File: src/rtl/mem_arb_pkg.sv
// Shared types for the unified-memory arbiter:
// FSM states, requester ids and grant encodings.
package mem_arb_pkg;

   typedef enum logic [1:0] {
      IDLE   = 2'd0,
      ACCESS = 2'd1,
      RESP   = 2'd2
   } state_t;

   typedef enum logic {
      PORT_C = 1'b0,
      PORT_D = 1'b1
   } port_t;

   localparam logic [1:0] GRANT_NONE = 2'b00;
   localparam logic [1:0] GRANT_C    = 2'b01;
   localparam logic [1:0] GRANT_D    = 2'b10;

   function automatic logic [1:0] grant_of(port_t p);
      return (p == PORT_D) ? GRANT_D : GRANT_C;
   endfunction

endpackage

File: src/rtl/mem_arbiter_if.sv
// Bundle of both requester ports and the memory macro port.
// slave = arbiter side, master = core/DMA/memory environment side.
interface mem_arbiter_if #(
   parameter int AW = 32,
   parameter int DW = 32
);
   logic          c_req;
   logic          c_we;
   logic [AW-1:0] c_adr;
   logic [DW-1:0] c_wdata;
   logic [DW-1:0] c_rdata;
   logic          c_ready;
   logic          c_stall;

   logic          d_req;
   logic          d_we;
   logic [AW-1:0] d_adr;
   logic [DW-1:0] d_wdata;
   logic [DW-1:0] d_rdata;
   logic          d_ready;

   logic          mem_en;
   logic          mem_we;
   logic [AW-1:0] mem_adr;
   logic [DW-1:0] mem_wdata;
   logic [DW-1:0] mem_rdata;
   logic [1:0]    grant;

   modport slave (
      input  c_req, c_we, c_adr, c_wdata,
      output c_rdata, c_ready, c_stall,
      input  d_req, d_we, d_adr, d_wdata,
      output d_rdata, d_ready,
      output mem_en, mem_we, mem_adr, mem_wdata,
      input  mem_rdata,
      output grant
   );

   modport master (
      output c_req, c_we, c_adr, c_wdata,
      input  c_rdata, c_ready, c_stall,
      output d_req, d_we, d_adr, d_wdata,
      input  d_rdata, d_ready,
      input  mem_en, mem_we, mem_adr, mem_wdata,
      output mem_rdata,
      input  grant
   );
endinterface

File: src/rtl/mem_arbiter_rr2.sv
// Two-way round-robin pick: on a tie the port that
// did not win last time is chosen.
module arb_rr2
   import mem_arb_pkg::*;
(
   input  logic  i_c_req,
   input  logic  i_d_req,
   input  port_t i_last,
   output port_t o_win,
   output logic  o_valid
);
   always_comb begin
      o_win   = PORT_C;
      o_valid = 1'b0;
      unique case ({i_c_req, i_d_req})
         2'b11: begin
            o_win   = (i_last == PORT_C) ? PORT_D : PORT_C;
            o_valid = 1'b1;
         end
         2'b10: begin
            o_win   = PORT_C;
            o_valid = 1'b1;
         end
         2'b01: begin
            o_win   = PORT_D;
            o_valid = 1'b1;
         end
         default: begin
            o_win   = PORT_C;
            o_valid = 1'b0;
         end
      endcase
   end
endmodule

File: src/rtl/mem_arbiter.sv
// Serialises core and DMA accesses onto one fixed-latency
// memory: IDLE -> ACCESS (LAT cycles) -> RESP (1 cycle).
module mem_arbiter
   import mem_arb_pkg::*;
#(
   parameter int AW  = 32,
   parameter int DW  = 32,
   parameter int LAT = 2
) (
   input logic          clk,
   input logic          reset,
   mem_arbiter_if.slave bus
);
   localparam int            CW       = $clog2(LAT + 1);
   localparam logic [CW-1:0] CNT_LAST = CW'(LAT - 1);

   state_t        r_state;
   logic [CW-1:0] r_cnt;
   port_t         r_last;
   port_t         r_win;
   logic [1:0]    r_grant;
   logic          r_mem_en;
   logic          r_mem_we;
   logic [AW-1:0] r_mem_adr;
   logic [DW-1:0] r_mem_wdata;
   logic          r_c_ready;
   logic          r_d_ready;
   logic [DW-1:0] r_c_hold;
   logic [DW-1:0] r_d_hold;

   port_t w_win;
   logic  w_valid;

   arb_rr2 u_rr (
      .i_c_req (bus.c_req),
      .i_d_req (bus.d_req),
      .i_last  (r_last),
      .o_win   (w_win),
      .o_valid (w_valid)
   );

   always_ff @(posedge clk or negedge reset) begin
      if (!reset) begin
         r_state     <= IDLE;
         r_cnt       <= '0;
         r_last      <= PORT_D;
         r_win       <= PORT_C;
         r_grant     <= GRANT_NONE;
         r_mem_en    <= 1'b0;
         r_mem_we    <= 1'b0;
         r_mem_adr   <= '0;
         r_mem_wdata <= '0;
         r_c_ready   <= 1'b0;
         r_d_ready   <= 1'b0;
         r_c_hold    <= '0;
         r_d_hold    <= '0;
      end else begin
         unique case (r_state)
            IDLE: begin
               if (w_valid) begin
                  r_win    <= w_win;
                  r_last   <= w_win;
                  r_grant  <= grant_of(w_win);
                  r_cnt    <= '0;
                  r_mem_en <= 1'b1;
                  r_state  <= ACCESS;
                  if (w_win == PORT_D) begin
                     r_mem_we    <= bus.d_we;
                     r_mem_adr   <= bus.d_adr;
                     r_mem_wdata <= bus.d_wdata;
                  end else begin
                     r_mem_we    <= bus.c_we;
                     r_mem_adr   <= bus.c_adr;
                     r_mem_wdata <= bus.c_wdata;
                  end
               end
            end
            ACCESS: begin
               r_mem_en <= 1'b0;
               r_cnt    <= r_cnt + CW'(1);
               if (r_cnt == CNT_LAST) begin
                  r_state   <= RESP;
                  r_c_ready <= (r_win == PORT_C);
                  r_d_ready <= (r_win == PORT_D);
               end
            end
            RESP: begin
               r_c_ready <= 1'b0;
               r_d_ready <= 1'b0;
               r_grant   <= GRANT_NONE;
               r_state   <= IDLE;
               if (r_win == PORT_C) r_c_hold <= bus.mem_rdata;
               else                 r_d_hold <= bus.mem_rdata;
            end
            default: r_state <= IDLE;
         endcase
      end
   end

   // Read data bypasses the hold register during the ready cycle.
   assign bus.c_rdata   = r_c_ready ? bus.mem_rdata : r_c_hold;
   assign bus.d_rdata   = r_d_ready ? bus.mem_rdata : r_d_hold;
   assign bus.c_ready   = r_c_ready;
   assign bus.d_ready   = r_d_ready;
   assign bus.c_stall   = bus.c_req & ~r_c_ready;
   assign bus.mem_en    = r_mem_en;
   assign bus.mem_we    = r_mem_we;
   assign bus.mem_adr   = r_mem_adr;
   assign bus.mem_wdata = r_mem_wdata;
   assign bus.grant     = r_grant;
endmodule

File: src/flat_wrapper.sv
// flat-port wrapper written by rule: the top's interface ports become plain ports
module mem_arbiter_flat import mem_arb_pkg::*;
#(
   parameter int AW  = 32,
   parameter int DW  = 32,
   parameter int LAT = 2
)
  (clk, reset, bus_c_req, bus_c_we, bus_c_adr, bus_c_wdata, bus_c_rdata, bus_c_ready, bus_c_stall, bus_d_req, bus_d_we, bus_d_adr, bus_d_wdata, bus_d_rdata, bus_d_ready, bus_mem_en, bus_mem_we, bus_mem_adr, bus_mem_wdata, bus_mem_rdata, bus_grant);
  mem_arbiter_if #(.AW(AW), .DW(DW)) bus_i ();
  input logic clk;
  input logic reset;
  input wire logic [$bits(bus_i.c_req)-1:0] bus_c_req;
  input wire logic [$bits(bus_i.c_we)-1:0] bus_c_we;
  input wire logic [$bits(bus_i.c_adr)-1:0] bus_c_adr;
  input wire logic [$bits(bus_i.c_wdata)-1:0] bus_c_wdata;
  output wire logic [$bits(bus_i.c_rdata)-1:0] bus_c_rdata;
  output wire logic [$bits(bus_i.c_ready)-1:0] bus_c_ready;
  output wire logic [$bits(bus_i.c_stall)-1:0] bus_c_stall;
  input wire logic [$bits(bus_i.d_req)-1:0] bus_d_req;
  input wire logic [$bits(bus_i.d_we)-1:0] bus_d_we;
  input wire logic [$bits(bus_i.d_adr)-1:0] bus_d_adr;
  input wire logic [$bits(bus_i.d_wdata)-1:0] bus_d_wdata;
  output wire logic [$bits(bus_i.d_rdata)-1:0] bus_d_rdata;
  output wire logic [$bits(bus_i.d_ready)-1:0] bus_d_ready;
  output wire logic [$bits(bus_i.mem_en)-1:0] bus_mem_en;
  output wire logic [$bits(bus_i.mem_we)-1:0] bus_mem_we;
  output wire logic [$bits(bus_i.mem_adr)-1:0] bus_mem_adr;
  output wire logic [$bits(bus_i.mem_wdata)-1:0] bus_mem_wdata;
  input wire logic [$bits(bus_i.mem_rdata)-1:0] bus_mem_rdata;
  output wire logic [$bits(bus_i.grant)-1:0] bus_grant;
  assign bus_i.c_req = bus_c_req;
  assign bus_i.c_we = bus_c_we;
  assign bus_i.c_adr = bus_c_adr;
  assign bus_i.c_wdata = bus_c_wdata;
  assign bus_c_rdata = bus_i.c_rdata;
  assign bus_c_ready = bus_i.c_ready;
  assign bus_c_stall = bus_i.c_stall;
  assign bus_i.d_req = bus_d_req;
  assign bus_i.d_we = bus_d_we;
  assign bus_i.d_adr = bus_d_adr;
  assign bus_i.d_wdata = bus_d_wdata;
  assign bus_d_rdata = bus_i.d_rdata;
  assign bus_d_ready = bus_i.d_ready;
  assign bus_mem_en = bus_i.mem_en;
  assign bus_mem_we = bus_i.mem_we;
  assign bus_mem_adr = bus_i.mem_adr;
  assign bus_mem_wdata = bus_i.mem_wdata;
  assign bus_i.mem_rdata = bus_mem_rdata;
  assign bus_grant = bus_i.grant;
  mem_arbiter #(.AW(AW), .DW(DW), .LAT(LAT)) u_core (.clk(clk), .reset(reset), .bus(bus_i));
endmodule
File: config.mk
export PLATFORM = sky130hd
export DESIGN_NAME = mem_arbiter_flat
export DESIGN_NICKNAME = d
export VERILOG_FILES = /design/src/rtl/mem_arb_pkg.sv /design/src/rtl/mem_arbiter_if.sv /design/src/rtl/mem_arbiter_rr2.sv /design/src/rtl/mem_arbiter.sv /design/src/flat_wrapper.sv
export SDC_FILE = /design/constraint.sdc
export NUM_CORES = 1
export LEC_CHECK = 0
export ABC_AREA = 1
export CAP_MARGIN = 5
export CORE_AREA = 2 2 117 119
export CTS_BUF_LIST = sky130_fd_sc_hd__clkbuf_8
export CTS_CLUSTER_DIAMETER = 100
export DETAILED_ROUTE_END_ITERATION = 8
export DIE_AREA = 0 0 119 121
export DONT_BUFFER_PORTS = 1
export GPL_TIMING_DRIVEN = 0
export PLACE_DENSITY = 0.73
export SYNTH_ARGS = -nofsm -noshare
export SYNTH_HDL_FRONTEND = slang
export SYNTH_SLANG_ARGS = --single-unit
File: constraint.sdc
create_clock -name clk -period 3.75 [get_ports clk]
set_clock_uncertainty 0.1 [all_clocks]
set_input_delay 0.75 -clock clk [delete_from_list [all_inputs] [get_ports clk]]
set_output_delay 0.75 -clock clk [all_outputs]
set_load 0.05 [all_outputs]
==> impl_metrics.csv, run 1 <==
group,metric,value,unit
global_routing,grt_max_degree,141,
setup_path,r2r-end,"u_core.bus.d_ready",
floorplanning,die_y,121,µm
logic_synthesis,synth_area,0.006847,mm²
setup_path,arrival,2670,ps
timing,slew_violations,0,
cts,cts_tree,"yes",
place,hpwl,13710,µm
worst_hold_path,hold_path_class,"input port to async pin",
place,placed_cell_area,0.007067,mm²
logic_synthesis,synth_top_family_by_area,"simple AND/OR/NAND/NOR gates",
setup_path,cp_cell_sequence,"clkbuf_1, nor2_1, a21oi_1",
layout,drive_above_1_share,0.09424,
logic_synthesis,synth_xor_area_frac,0,
cts,numCtsBuffers,17,
global_routing,track_usage,0.2596,
cts,root_buffer,"clkbuf_8",
timing,setup_slack,229.7,ps
setup_path,cp_top_family,"compound AO/OA/AOI/OAI gates",
logic_synthesis,synth_seq_cells,140,
routing,drt_iter0_drc,488,
layout,mostFrequentLayoutCells,"402 x nand2_1, 139 x dfrtp_1, 72 x nand3_1",
logic_synthesis,synth_compound_area_frac,0.09704,
global_routing,antenna_found_initial,0,
layout,diodes,0,
run_status,violations,"hold timing",
floorplanning,num_io_pins,301,
setup_path,slowest_stage,"a21oi_1",
timing,period_minus_slack,3520,ps
layout,finalInstanceArea,0.007467,mm²
logic_synthesis,synth_simple_gate_area_share,0.3180,
run,cap_viol_max_count,0,
setup_path,crit_buf_inv,1,
cts,clkSinkCount,140,
timing,fin_crit_sh,0.9387,
routing,ant_nets,0,
logic_synthesis,yosysSeqAreaShare,0.5119,
setup_path,r2r_setup_slack,2120,ps
layout,final.fill_count,1201,
floorplanning,num_rows,42,
global_routing,grt_pass1_vias,5705,
floorplanning,die_w,119,µm
setup_path,cp_slowest_stage_delay,900,ps
layout,post-route-util,0.5707,
global_routing,grt_pass1_wl,29280,µm
logic_synthesis,synth_area_leader_cell,"dfrtp_1",
logic_synthesis,yosys_warnings,0,
logic_synthesis,muxShareOfSynthArea,0,
place,place_ws,733.3,ps
layout,synthToLayoutAreaGrowth,9.064,%
logic_synthesis,synth_area_leaders,"dfrtp_1 51%, nand2_1 22%, nand3_1 5.3%, a21oi_1 4.8%, o21ai_1 4.8%",
timing,hold_ws,-110.1,ps
timing,setup_tns,0,ps
cts,clk_path_buf_depth,2,
global_routing,grt_overflow,0,
timing,report.final.hold_viol_count,139,
logic_synthesis,syn-instance-count,923,
floorplanning,start_util,0.5232,
cts,htreeDepth,4,
setup_path,crit_type,"register to output pin",
layout,final_common_cell,"nand2_1",
logic_synthesis,synthAdderAreaFrac,0.001827,
routing,route.detailed.drc,0,
setup_path,endpoint_kind,"output pin",
setup_path,r2r_cells,4,
routing,wl_per_cell,16.50,µm
routing,wl,18660,µm
cts,cts.clk_slew.worst_paths,80,ps
cts,clk_latency,440,ps
routing,first_pass_iters,5,
timing,rsz0062_at_grt,"no",
timing,setup_viol,0,
routing,via_count,6082,
setup_path,r2r_start,"u_core.bus.d_ready",
floorplanning,die_area,0.01440,mm²
floorplanning,coreArea,0.01309,mm²
layout,final_nets,1109,
setup_path,required,2900,ps
logic_synthesis,syn-num-nets,1090,
routing,drt-vias-per-instance,5.378,
logic_synthesis,yosysUniqueCellTypes,21,
cts,cts-resized-gates,0,
logic_synthesis,synth_top_area_frac,0.5080,
setup_path,path_max_fanout,10,
timing,max_slew.worst_pin.slew,1166,ps
setup_path,start_kind,"register",
place,place_congestion,0.8481,
run_status,outcome,"finished, violations left",
timing,max_freq,284.1,MHz
logic_synthesis,syn_area_per_cell,7.418,µm²
cts,cts_setup_buffers,0,
place,io_buffers,0,
timing,slew_headroom,0.2251,
-- kinds of logic after synthesis --
logic type | after synthesis
compound gates | 132
fa+ha+maj | 1
buf+inv | 102
flops | 140
simple gates | 548
-- worst register-to-register path, stage by stage, from the launching register on --
cell and delay, ps:
dfrtp_1 690, buf_2 320, buf_2 280, nand3_1 100, o21ai_0 70
-- through the flow --
stage	std cells	hold slack [ps]
after floorplan	923	349.6
after global routing	1131	-144.9
after detailed placement	1099	357.9
after CTS	1131	-127.7
final	1131	-110.1
after global placement	1099	359.1
-- sequential cells by signal, indices dropped and copies added, names as in the netlist --
signal	flops
u_core.r_c_hold	32
u_core.r_win	1
u_core.r_last	1
u_core.bus.mem_wdata	32
u_core.bus.mem_adr	32
u_core.bus.mem_en	1
u_core.bus.d_ready	1
u_core.bus.grant	2
u_core.bus.c_ready	1
u_core.r_d_hold	32
u_core.r_state	2
u_core.bus.mem_we	1
u_core.r_cnt	2
-- cell type report --
cell class / instances / area (µm²) / area share
Clock buffer: 17 / 234.0 / 0.03133
Tap cell: 176 / 220.2 / 0.02949
Inverter: 40 / 150.1 / 0.02011
Buffer: 62 / 337.8 / 0.04524
Sequential cell: 140 / 3505 / 0.4693
Multi-Input combinational cell: 681 / 2854 / 0.3822
Clock inverter: 15 / 166.4 / 0.02229
-- worst max-delay path by stage --
stage	depth (start not counted)	from	slack [ps]	endpoint
after global placement	4	u_core.bus.d_ready	740	bus_d_rdata[22]
after global routing	4	u_core.bus.d_ready	150	bus_d_rdata[28]
after floorplan	4	u_core.bus.c_ready	980	bus_c_rdata[10]
after detailed placement	4	u_core.bus.d_ready	730	bus_d_rdata[30]
after CTS	4	u_core.bus.d_ready	230	bus_d_rdata[30]
final	3	u_core.bus.c_ready	230	bus_c_rdata[1]
-- cell usage after synthesis --
library cell / instances
a21oi_1: 65
buf_1: 7
buf_2: 30
buf_4: 16
buf_6: 1
clkbuf_1: 8
dfrtp_1: 139
dfstp_2: 1
ha_1: 1
inv_1: 37
inv_2: 3
nand2_1: 402
nand2_2: 3
nand2_4: 2
nand3_1: 72
nor2_1: 66
nor2_2: 1
o21ai_0: 1
o21ai_1: 65
o21ai_2: 1
or2_1: 2
-- routing by layer --
layer  vias to the layer above  part of all wire  GRT usage
met5                         -                 0          0
met4                         0             0.026    0.09673
met3                        32             0.073    0.07237
met2                       282              0.48     0.4163
met1                      2823              0.42     0.3379
li1                       2945                 -          -
Power of run 1 is not shown: default switching activity piles up to over one toggle a cycle in this logic, so the estimate is an artifact.
==> run 2, diff against run 1 <==
Settings changed: CORE_AREA 2 2 117 119 to 2 2 116 118, DIE_AREA 0 0 119 121 to 0 0 118 120, PLACE_DENSITY 0.73 to 0.77, SYNTH_HIERARCHICAL set to 1.
==> run 2 against run 1 <==
Against the previous run:
- the flow still finishes with violations (hold timing)
- synthesized cell count increased by 11%
- first-iteration DRC count down 5.1%
- final area up 7.0%
- die area decreased by 1.7%
- critical path type unchanged
==> impl_metrics.csv, run 2 <==
group,metric,value,unit
routing,dr_wl_met3,1318,µm
layout,synthToLayoutAreaGrowth,11.96,%
layout,finalInstanceArea,0.007989,mm²
logic_synthesis,syn-num-nets,1192,
routing,wl_met2,9853,µm
floorplanning,num_io_pins,301,
setup_path,cp_top_family,"buffers and inverters",
logic_synthesis,synth_area,0.007136,mm²
setup_path,path_max_fanout,10,
layout,final_nets,1238,
global_routing,grt_pass1_wl,30440,µm
logic_synthesis,synth_top_area_frac,0.4875,
global_routing,grt_max_degree,141,
layout,multi_input_area,0.003017,mm²
logic_synthesis,yosys_warnings,6,
place,dp_cells,1228,
setup_path,r2r_cells,4,
setup_path,start_kind,"register",
timing,max_slew.worst_pin.slew,1101,ps
global_routing,antenna_found_initial,0,
setup_path,slowest_stage,"dfrtp_1",
setup_path,r2r_setup_slack,1850,ps
timing,setup_slack,250.9,ps
timing,rsz0062_at_grt,"no",
logic_synthesis,synth_area_leader_cell,"dfrtp_1",
timing,report.final.hold_viol_count,139,
place,place_congestion,0.8330,
global_routing,grt_overflow,0,
cts,clk_path_buf_depth,2,
timing,fin_crit_sh,0.9331,
setup_path,required,2900,ps
logic_synthesis,syn_area_per_cell,6.962,µm²
floorplanning,start_util,0.5497,
setup_path,arrival,2650,ps
place,placed_cell_area,0.007559,mm²
logic_synthesis,ys_top_cells_by_count,"598 x nand2_1, 139 x dfrtp_1, 72 x nand3_1",
setup_path,crit_type,"register to output pin",
timing,setup_viol,0,
cts,cts-resized-gates,0,
global_routing,track_usage,0.2733,
routing,via_count,6447,
worst_hold_path,hold_path_class,"input port to async pin",
layout,diodes,0,
setup_path,cp_cell_sequence,"buf_2, clkbuf_1, nand2_1, o21ai_1",
floorplanning,die_area,0.01416,mm²
timing,setup_tns,0,ps
setup_path,r2r_start,"u_core/bus.c_ready",
logic_synthesis,yosysUniqueCellTypes,20,
cts,clk_latency,430,ps
timing,hold_ws,-108.6,ps
cts,clkSinkCount,140,
run_status,violations,"hold timing",
logic_synthesis,synth_seq_cells,140,
logic_synthesis,synth_ff_type,"dfrtp_1",
routing,drt-vias-per-instance,5.117,
cts,cts_setup_buffers,0,
routing,first_pass_iters,5,
floorplanning,die_w,118,µm
routing,drt-met1-wl,7523,µm
floorplanning,die_y,120,µm
routing,ant_nets,0,
routing,route.detailed.drc,0,
timing,slew_headroom,0.2613,
layout,seq_area,0.003505,mm²
layout,drive_above_1_share,0.09686,
routing,top_layer_used,"met4",
run,cap_viol_max_count,0,
logic_synthesis,synth-edff-count,0,
layout,final_common_cell,"nand2_1",
floorplanning,coreArea,0.01298,mm²
cts,root_buffer,"clkbuf_8",
logic_synthesis,yosysSeqAreaShare,0.4911,
setup_path,r2r-end,"u_core/bus.c_ready",
timing,period_minus_slack,3499,ps
place,io_buffers,0,
timing,slew_violations,0,
routing,drt_iter0_drc,463,
setup_path,cp_slowest_stage_delay,700,ps
logic_synthesis,synth_area_leaders,"dfrtp_1 49%, nand2_1 31%, nand3_1 5.0%, o21ai_0 4.6%, inv_1 3.7%",
place,place_ws,754.1,ps
routing,wl,19210,µm
logic_synthesis,synth.most_common_cell,"nand2_1",
cts,htreeDepth,4,
cts,cts.clk_slew.worst_paths,80,ps
layout,stdcell_count,1260,
logic_synthesis,async_reset_ff_frac,1.000,
cts,numCtsBuffers,17,
global_routing,grt_pass1_vias,5925,
routing,wl_per_cell,15.25,µm
setup_path,endpoint_kind,"output pin",
floorplanning,num_rows,42,
cts,cts_tree,"yes",
run_status,outcome,"finished, violations left",
logic_synthesis,syn-instance-count,1025,
timing,max_freq,285.8,MHz
layout,mostFrequentLayoutCells,"598 x nand2_1, 139 x dfrtp_1, 72 x inv_1, 72 x nand3_1, 38 x buf_4",
place,hpwl,14090,µm
layout,final.fill_count,1166,
setup_path,crit_buf_inv,2,
## run 2: routing by layer
metal  up-vias  global-route usage
li1       3201                   -
met1      2917              0.3245
met2       287              0.4753
met3        42             0.06654
met4         0              0.1152
met5         -                   0
## run 2: through the flow
step | hold WS, ps | utilization
floorplan | 341.9 | -
CTS | -139.4 | 0.6155
global route | -152.0 | 0.6155
detailed placement | 357.7 | 0.5823
global placement | 350.2 | 0.5667
finish | -108.6 | 0.6155
## run 2: area by class of cell
| class | instances | area share |
|---|---|---|
| repair buffers | 27 | 0.02537 |
| flip-flops and latches | 140 | 0.4387 |
| clock inverters | 11 | 0.01770 |
| multi-input cells | 750 | 0.3776 |
| inverters | 73 | 0.03430 |
| clock buffers | 21 | 0.03618 |
| plain buffers | 62 | 0.04260 |
| well taps | 176 | 0.02756 |
## run 2: kinds of logic after synthesis
logic type,share of synthesized area
fa+ha+maj,0.001753
simple gates,0.3733
compound gates,0.04769
buf+inv,0.08610
flops,0.4911
## run 2: how the worst max path moves through the flow
stage	start	to	slack, ps	depth (start not counted)
after global placement	u_core/bus.c_ready	bus_c_rdata[25]	440	3
after detailed placement	u_core/bus.c_ready	bus_c_rdata[3]	750	4
after global routing	u_core/bus.c_ready	bus_c_rdata[31]	120	4
after floorplan	u_core/bus.c_ready	bus_c_rdata[25]	800	3
after CTS	u_core/bus.c_ready	bus_c_rdata[2]	230	4
final	u_core/bus.c_ready	bus_c_rdata[3]	250	4
## run 2: worst register-to-register path, cell delays in order (launching register included)
cell      delay, ps
dfrtp_1         700
buf_2           340
clkbuf_1        480
nand3_1         140
nand2_1          80
Power of run 2 is left out for the same reason.
==> run 3, diff against run 2 <==
Settings changed: ABC_AREA 1 to not set, PLACE_DENSITY 0.77 to 0.73.
==> run 3 against run 2 <==
Against the previous run:
- the flow still finishes with violations (hold timing)
- synthesized cell count fell by 47%
- final area fell by 7.9%
- sequential share of layout area rose by 3.8 points
- sequential cell count did not move
- clock-buffer cell count did not move
- global-route usage fell by 3.7 points
- die area did not move
- cell count fell by 41%
- non-clock buffer count fell by 50
- largest cell class unchanged
==> impl_metrics.csv, run 3 <==
group,metric,value,unit
logic_synthesis,synth_area_leaders,"dfrtp_1 52%, mux2_2 16%, mux2i_1 9.7%, mux2_4 6.7%, a21oi_1 5.1%",
floorplanning,num_rows,42,
routing,wl_per_cell,21.99,µm
worst_hold_path,hold_path_class,"input port to async pin",
layout,synthToLayoutAreaGrowth,9.292,%
run_status,violations,"hold timing",
logic_synthesis,syn-instance-count,541,
routing,route.detailed.drc,0,
layout,final_common_cell,"dfrtp_1",
setup_path,cp_slowest_stage_delay,660,ps
cts,cts_setup_buffers,0,
global_routing,antenna_found_initial,0,
routing,drt-vias-per-instance,5.784,
setup_path,start_kind,"register",
setup_path,arrival,2570,ps
logic_synthesis,yosysSeqAreaShare,0.5205,
layout,drive_above_1_share,0.3229,
floorplanning,die_area,0.01416,mm²
setup_path,slowest_stage,"dfrtp_1",
timing,slew_violations,0,
global_routing,grt_overflow,0,
routing,first_pass_iters,5,
logic_synthesis,synth.most_common_cell,"dfrtp_1",
logic_synthesis,synth_seq_cells,140,
place,hpwl,12170,µm
timing,rsz0062_at_grt,"no",
cts,cts-resized-gates,0,
setup_path,cp_top_family,"buffers and inverters",
global_routing,grt_pass1_wl,25620,µm
global_routing,grt_max_degree,141,
logic_synthesis,synth_area_leader_cell,"dfrtp_1",
timing,fin_crit_sh,0.9123,
layout,final_nets,727,
logic_synthesis,synth_ff_type,"dfrtp_1",
timing,hold_ws,-107.8,ps
routing,drt_iter0_drc,164,
logic_synthesis,synth_top_area_frac,0.5166,
cts,clk_latency,440,ps
logic_synthesis,syn_area_per_cell,12.44,µm²
setup_path,crit_buf_inv,2,
floorplanning,die_y,120,µm
logic_synthesis,synth_area,0.006733,mm²
cts,clkSinkCount,140,
floorplanning,start_util,0.5187,
setup_path,crit_type,"register to output pin",
floorplanning,die_w,118,µm
timing,setup_tns,0,ps
setup_path,required,2900,ps
cts,htreeDepth,4,
layout,post-route-util,0.5669,
run_status,outcome,"finished, violations left",
logic_synthesis,ys_top_cells_by_count,"139 x dfrtp_1, 97 x mux2_2, 68 x a21oi_1, 68 x nor2_1, 65 x mux2i_1",
global_routing,grt_pass1_vias,4583,
logic_synthesis,synth-edff-count,0,
routing,ant_nets,0,
place,place_congestion,0.8582,
cts,root_buffer,"clkbuf_8",
layout,final.fill_count,1112,
logic_synthesis,syn-num-nets,708,
place,io_buffers,0,
layout,mostFrequentLayoutCells,"139 x dfrtp_1, 97 x mux2_2, 68 x nor2_1, 68 x a21oi_1, 65 x mux2i_1",
timing,max_freq,292.3,MHz
setup_path,cp_cell_sequence,"clkbuf_1, buf_1, mux2_2",
global_routing,track_usage,0.2364,
run,cap_viol_max_count,0,
setup_path,endpoint_kind,"output pin",
timing,setup_viol,0,
setup_path,path_max_fanout,10,
setup_path,worst-path-stages,3,
floorplanning,num_io_pins,301,
timing,report.final.hold_viol_count,139,
cts,clk_path_buf_depth,2,
logic_synthesis,yosys_warnings,6,
setup_path,r2r_cells,4,
layout,diodes,0,
cts,cts_tree,"yes",
timing,max_slew.worst_pin.slew,928.6,ps
logic_synthesis,async_reset_ff_frac,1.000,
floorplanning,coreArea,0.01298,mm²
timing,period_minus_slack,3421,ps
cts,cts.clk_slew.worst_paths,80,ps
routing,via_count,4332,
routing,wl,16470,µm
timing,slew_headroom,0.3796,
cts,numCtsBuffers,17,
logic_synthesis,yosysUniqueCellTypes,29,
run 3: cell count changes after synthesis, sizes merged, moves of 65 or more:
cell | before | now
a21oi | 2 | 68
inv | 73 | 5
mux2 | 0 | 128
mux2i | 0 | 65
nand2 | 600 | 8
nand3 | 72 | 0
run 3: layer usage:
layer,GRT usage,share of wire
met1,0.2731,0.39
met2,0.4186,0.53
met4,0.07530,0.013
met5,0,0
met3,0.07462,0.066
run 3: cell families (layout without fill, tap and decap cells):
kind of cell               count (synthesis)  in the layout  synth area share
muxes                                    193            193            0.3274
DFF                                      140            140            0.5205
and+or+nand+nor                           82             82           0.04943
AOI/OAI and AO/OA                         81             81           0.06319
buffers and inverters                     44             76           0.03754
adders and majority gates                  1              1          0.001858
run 3: area by class of cell:
type | instances | area [µm²] | area share
multi-input cells | 357 | 2975 | 0.4044
well taps | 176 | 220.2 | 0.02993
flip-flops and latches | 140 | 3505 | 0.4763
inverters | 5 | 21.27 | 0.002891
clock inverters | 11 | 116.4 | 0.01581
plain buffers | 39 | 231.5 | 0.03146
clock buffers | 21 | 289.0 | 0.03928
run 3: metrics by stage:
step                      setup WS [ps]  instance area (µm²)  instances
after floorplan                    1124                 6733        541
after global placement            764.1                 6953        717
after detailed placement          779.4                 6953        717
after CTS                         258.6                 7358        749
after global routing              196.9                 7358        749
final                             328.9                 7358        749
run 3: final timing paths:
path | from | endpoint | slack, ps
setup / recovery | u_core/bus.c_ready | bus_c_rdata[21] | 330
hold / removal | reset | u_core/bus.mem_wdata[18] | -110
setup reg to reg | u_core/bus.c_ready | u_core/bus.c_ready | 1630
hold reg to reg | u_core/r_last | u_core/r_last | 390
max in group asynchronous | reset | u_core/bus.mem_wdata[12] | 3440
min in group clk | bus_mem_rdata[5] | u_core/r_c_hold[5] | 340
Power of run 3 is left out for the same reason.
